## src/rtl/logic_gate_unit.sv

```systemverilog
// logic_gate_unit: registered bitwise gate unit with valid/ready handshake.
// Each accepted beat computes one of eight bitwise ops plus reduction flags.
// The result and its flags are stored together in a 2-entry output FIFO, and
// the outputs always reflect the head entry. A saturating counter tracks
// accepted XNOR beats whose operands are equal.
module logic_gate_unit #(
  parameter int WIDTH = 8,
  parameter int CNT_W = 16
) (
  input  logic             clk,
  input  logic             rst_n,
  input  logic             in_valid,
  output logic             in_ready,
  input  logic [WIDTH-1:0] in_a,
  input  logic [WIDTH-1:0] in_b,
  input  logic [2:0]       in_op,
  output logic             out_valid,
  input  logic             out_ready,
  output logic [WIDTH-1:0] out_data,
  output logic             out_all,
  output logic             out_any,
  output logic             out_par,
  output logic [CNT_W-1:0] match_cnt,
  input  logic             clr_cnt
);

  // Entry layout: {par, any, all, data}
  localparam int EW = WIDTH + 3;

  localparam logic [2:0] OP_AND  = 3'b000;
  localparam logic [2:0] OP_OR   = 3'b001;
  localparam logic [2:0] OP_XOR  = 3'b010;
  localparam logic [2:0] OP_XNOR = 3'b011;
  localparam logic [2:0] OP_NAND = 3'b100;
  localparam logic [2:0] OP_NOR  = 3'b101;
  localparam logic [2:0] OP_NOTA = 3'b110;
  localparam logic [2:0] OP_PASS = 3'b111;

  localparam logic [CNT_W-1:0] CNT_MAX = {CNT_W{1'b1}};

  logic [EW-1:0]    entry_q [2];
  logic [EW-1:0]    entry_d [2];
  logic             wr_ptr_q, wr_ptr_d;
  logic             rd_ptr_q, rd_ptr_d;
  logic [1:0]       count_q, count_d;
  logic [CNT_W-1:0] match_cnt_q, match_cnt_d;

  logic [WIDTH-1:0] result;
  logic [EW-1:0]    new_entry;
  logic [EW-1:0]    head;
  logic             push;
  logic             pop;

  // Handshake is decided from the registered occupancy only, so in_ready
  // never combinationally depends on out_ready.
  assign in_ready  = (count_q != 2'd2);
  assign out_valid = (count_q != 2'd0);
  assign push      = in_valid & in_ready;
  assign pop       = out_valid & out_ready;

  // Operation select and per-beat reduction flags for the incoming operands
  always_comb begin
    result = '0;
    case (in_op)
      OP_AND:  result = in_a & in_b;
      OP_OR:   result = in_a | in_b;
      OP_XOR:  result = in_a ^ in_b;
      OP_XNOR: result = ~(in_a ^ in_b);
      OP_NAND: result = ~(in_a & in_b);
      OP_NOR:  result = ~(in_a | in_b);
      OP_NOTA: result = ~in_a;
      OP_PASS: result = in_a;
      default: result = '0;
    endcase
    new_entry = {^result, |result, &result, result};
  end

  // FIFO next state: write slot on push, advance pointers, track occupancy
  always_comb begin
    for (int i = 0; i < 2; i++) begin
      entry_d[i] = entry_q[i];
    end
    wr_ptr_d = wr_ptr_q;
    rd_ptr_d = rd_ptr_q;
    count_d  = count_q;
    if (push) begin
      entry_d[wr_ptr_q] = new_entry;
      wr_ptr_d          = ~wr_ptr_q;
    end
    if (pop) begin
      rd_ptr_d = ~rd_ptr_q;
    end
    case ({push, pop})
      2'b10:   count_d = count_q + 2'd1;
      2'b01:   count_d = count_q - 2'd1;
      default: count_d = count_q;
    endcase
  end

  // Match counter: clear wins, otherwise saturating increment on XNOR a==b
  always_comb begin
    match_cnt_d = match_cnt_q;
    if (clr_cnt) begin
      match_cnt_d = '0;
    end else if (push && (in_op == OP_XNOR) && (in_a == in_b) &&
                 (match_cnt_q != CNT_MAX)) begin
      match_cnt_d = match_cnt_q + CNT_W'(1);
    end
  end

  // State registers; reset discards any buffered beats
  always_ff @(posedge clk) begin
    if (!rst_n) begin
      for (int i = 0; i < 2; i++) begin
        entry_q[i] <= '0;
      end
      wr_ptr_q    <= 1'b0;
      rd_ptr_q    <= 1'b0;
      count_q     <= 2'd0;
      match_cnt_q <= '0;
    end else begin
      for (int i = 0; i < 2; i++) begin
        entry_q[i] <= entry_d[i];
      end
      wr_ptr_q    <= wr_ptr_d;
      rd_ptr_q    <= rd_ptr_d;
      count_q     <= count_d;
      match_cnt_q <= match_cnt_d;
    end
  end

  // Head entry drives the outputs; forced to zero while the buffer is empty
  always_comb begin
    head      = out_valid ? entry_q[rd_ptr_q] : '0;
    out_data  = head[WIDTH-1:0];
    out_all   = head[WIDTH];
    out_any   = head[WIDTH+1];
    out_par   = head[WIDTH+2];
    match_cnt = match_cnt_q;
  end

endmodule
```

## config.mk

```make
export PLATFORM = sky130hd
export DESIGN_NAME = logic_gate_unit
export DESIGN_NICKNAME = d
export VERILOG_FILES = /design/src/rtl/logic_gate_unit.sv
export SDC_FILE = /design/constraint.sdc
export NUM_CORES = 1
export LEC_CHECK = 0
export CORE_MARGIN = 4
export CORE_UTILIZATION = 55
export CTS_BUF_LIST = sky130_fd_sc_hd__clkbuf_2 sky130_fd_sc_hd__clkbuf_4 sky130_fd_sc_hd__clkbuf_8
export CTS_CLUSTER_DIAMETER = 60
export DETAILED_ROUTE_END_ITERATION = 8
export PLACE_DENSITY = 0.94
export SETUP_SLACK_MARGIN = 0.3
export SYNTH_ARGS = -nofsm -noshare
export SYNTH_HDL_FRONTEND = slang
export SYNTH_SLANG_ARGS = --single-unit
```

## constraint.sdc

```tcl
create_clock -name clk -period 3.48 [get_ports clk]
set_input_delay 0.87 -clock clk [delete_from_list [all_inputs] [get_ports clk]]
set_output_delay 0.87 -clock clk [all_outputs]
set_load 0.01 [all_outputs]
```

==> impl_metrics.py <==
metrics = {
    "routing": {
        "viasPerCell": 5.590,
        "drt-pass1-iter-count": 4,
        "dr.first_iter.drc_count": 119,
        "postRouteAntennaNets": 0,
        "post_drt_wl_per_cell_um": 14.70,
        "drcViolationCount": 0,
        "vias": 2633,
        "wirelength_mm": 6.924,
    },
    "floorplanning": {
        "core-area_um2": 5107,
        "die_h_um": 80.53,
        "die_x_um": 80.53,
        "rows": 26,
        "start_util_pct": 56.64,
        "pin_count": 53,
        "dieArea_um2": 6484,
    },
    "setup_path": {
        "crit_slowest_cell": "clkdlybuf4s50_1",
        "rr_worst_depth": 5,
        "end_kind": "register",
        "critPathLaunch": "in_a[4]",
        "reg2reg_from": "count_q[0]",
        "critical-path-max-stage-delay_ns": 0.50,
        "r2r_setup_slack_ns": 1.34,
        "cp_cell_sequence": "clkdlybuf4s50_1, inv_1, ha_4, mux2_2, mux4_2, ha_1, xnor2_2, xnor2_1, o21ai_0",
        "critPathMaxFanout": 4,
        "arrival_ns": 3.25,
        "setup.worst_path.start_class": "input pin",
        "criticalPathCategory": "input pin to register",
        "required_ns": 3.65,
    },
    "synth": {
        "synth_flop_cell": "dfxtp_1",
        "synth_edf_count": 0,
        "synth_most_common_cell": "dfxtp_1",
        "ys_ff_latch": 43,
        "synth_area_per_cell_um2": 8.385,
        "yosysTopAreaCellShare_pct": 29.76,
        "async_flop_share_pct": 0,
        "synth_commonest_cells": "dfxtp_1, mux2i_1, inv_1, nor2_1, ha_1",
        "ys_warn_count": 0,
        "synth_seq_area_share_pct": 29.76,
        "ys_types": 43,
        "synthTopCellsByArea": "dfxtp_1, ha_1, mux2i_1",
        "syn-num-nets": 395,
        "syn_inst": 345,
        "netlist_area_um2": 2893,
        "yosysTopAreaCell": "dfxtp_1",
    },
    "sta": {
        "slew_headroom_pct": 45.83,
        "finClkSkew_ns": 0.003787,
        "period_share_pct": 88.66,
        "drv_slew": 0,
        "fin_crit_ns": 3.085,
        "worst_pin_slew_ns": 0.8096,
        "finalSetupViolCount": 0,
        "hold_viol": 0,
        "rsz0062_at_grt": "no",
        "fin_tns_setup_ns": 0,
        "fmax_mhz": 324.1,
    },
    "min_path": {
        "whs_path_depth": 2,
        "hold_class": "register to register",
        "worstHoldStart": "entry_q[1][2]",
    },
    "power_and_ir_drop": {
        "p_clk_share_pct": 25.2,
        "p_sw_uw": 524.8,
        "p_leak_nw": 1.494,
        "p_per_area_nw_per_um2": 435.1,
        "swShare_pct": 32.79,
        "p_comb_share_pct": 36.5,
        "p_int_mw": 1.076,
        "seq_power_share_pct": 38.3,
        "ir_worst_vdd_uv": 220.6,
    },
    "cts": {
        "numCtsBuffers": 5,
        "cts_root_buf": "clkbuf_8",
        "post_cts_buffers": 0,
        "holdBufCountCts": 0,
        "clk_path_buf_depth": 2,
        "clk_latency_ns": 0.30,
        "cts.sinks": 43,
        "cts_tree": "done",
        "path_clk_slew_ns": 0.08,
        "htreeDepth": 2,
    },
    "place": {
        "place_congestion": 0.8433,
        "dp_hpwl_mm": 5.259,
        "io_buffer_count": 52,
    },
    "flow_run": {
        "cap_violations": 0,
    },
    "global_routing": {
        "grt_pass1_wl_mm": 11.41,
        "grt-ovfl-total": 0,
        "grt_pass1_vias": 2590,
        "antenna_found_initial": 0,
        "track_usage_pct": 21.92,
        "grt_max_degree": 25,
    },
    "cells_and_area": {
        "areaGrowthSynthToFinish_pct": 27.16,
        "fin_util_pct": 72.02,
        "nNetsFinal": 450,
        "fillers": 356,
        "n_antenna_cell": 0,
        "layout-drive-gt1-share_pct": 9.726,
    },
    "run_status": {
        "status": "finished, final reports clean",
    },
}
-- cell usage in the layout, fill, tap and decap left out, drive strengths merged, types with 2 or more instances in the layout --
master | Yosys | final
clkdlybuf4s50 | 0 | 52
buf | 10 | 13
or4 | 4 | 4
mux4 | 3 | 3
clkbuf | 7 | 6
mux2i | 31 | 31
inv | 30 | 30
nor2 | 30 | 30
o21ai | 28 | 28
ha | 26 | 26
a31oi | 2 | 2
o211ai | 3 | 3
nand2 | 24 | 24
nand4 | 10 | 10
nand3b | 2 | 2
and3 | 4 | 4
and2 | 6 | 6
or3 | 10 | 10
a211oi | 2 | 2
dfxtp | 43 | 43
mux2 | 3 | 3
nor2b | 3 | 3
nor3 | 4 | 4
nand3 | 7 | 7
and4 | 2 | 2
xnor2 | 14 | 14
xor2 | 2 | 2
nand2b | 2 | 2
or2 | 2 | 2
clkinv | 1 | 2
a21oi | 22 | 22
nor4 | 4 | 4
-- worst paths after layout --
| kind | end |
|---|---|
| setup / recovery | entry_q[1][10] |
| hold / removal | entry_q[1][2] |
| setup reg to reg | count_q[1] |
| hold reg to reg | entry_q[1][2] |
-- metrics by stage --
step	power, mW	hold slack, ns	setup slack (ns)	instance area [um2]	cells
after floorplan	0.9755	0.4248	0.6543	2893	345
after global placement	1.152	0.4327	0.1062	3506	463
final	1.601	0.4553	0.3947	3679	471
after CTS	1.584	0.4558	0.3020	3623	471
after global routing	1.688	0.4892	0.3199	3679	471
after detailed placement	1.186	0.4450	0.004347	3506	463
-- sequential cells by signal (all words and copies together), names as in the netlist, named ones only --
register	count
count_q	2
wr_ptr_q	1
entry_q	22
match_cnt	16
rd_ptr_q	1
-- power by group through the flow --
stage	Combinational [mW]	Sequential [mW]	Clock, mW
2_1_floorplan	0.385	0.590	0
3_3_place_gp	0.535	0.618	0
3_5_place_dp	0.562	0.624	0
4_1_cts	0.566	0.613	0.404
5_1_grt	0.645	0.621	0.422
6_report	0.584	0.613	0.404
-- critical path: cells and delay by family --
kind | cells | cell delay (ns)
mux | 2 | 0.73
buf+inv | 2 | 0.59
fa+ha+maj | 2 | 0.58
xor+xnor | 2 | 0.37
compound gates | 1 | 0.11
-- routing by layer --
metal,global-route usage (%),wire length (um),up-vias
met2,39.82,3541,75
li1,-,-,1310
met5,0,0,-
met1,25.36,2869,1231
met4,9.459,170,0
met3,3.027,343,17
-- kinds of logic (layout without fill, tap and decap cells) --
kind of cell | Yosys count | in the layout | synth area share (%)
and+or+nand+nor | 116 | 116 | 21.32
AOI/OAI and AO/OA | 59 | 59 | 10.94
buffers and inverters | 48 | 104 | 7.655
DFF | 43 | 43 | 29.76
muxes | 37 | 37 | 14.23
adders and majority gates | 26 | 26 | 11.25
xor gates and xnor gates | 16 | 16 | 4.844
-- timing repair --
action	in CTS	in global routing
endpoints found under the setup margin	0	2
gates resized for setup	0	7
hold endpoints to repair	0	0
-- area by class of cell --
cell class	count	area [um2]	share of cell area, %
clock buffer	6	82.58	2.245
clock inverter	2	35.03	0.9524
inverter	31	116.4	3.163
multi-input combinational	254	1866	50.71
sequential	43	860.8	23.40
tap	70	87.58	2.381
timing repair buffer	65	630.6	17.14
(Power assumes the default switching activity.)
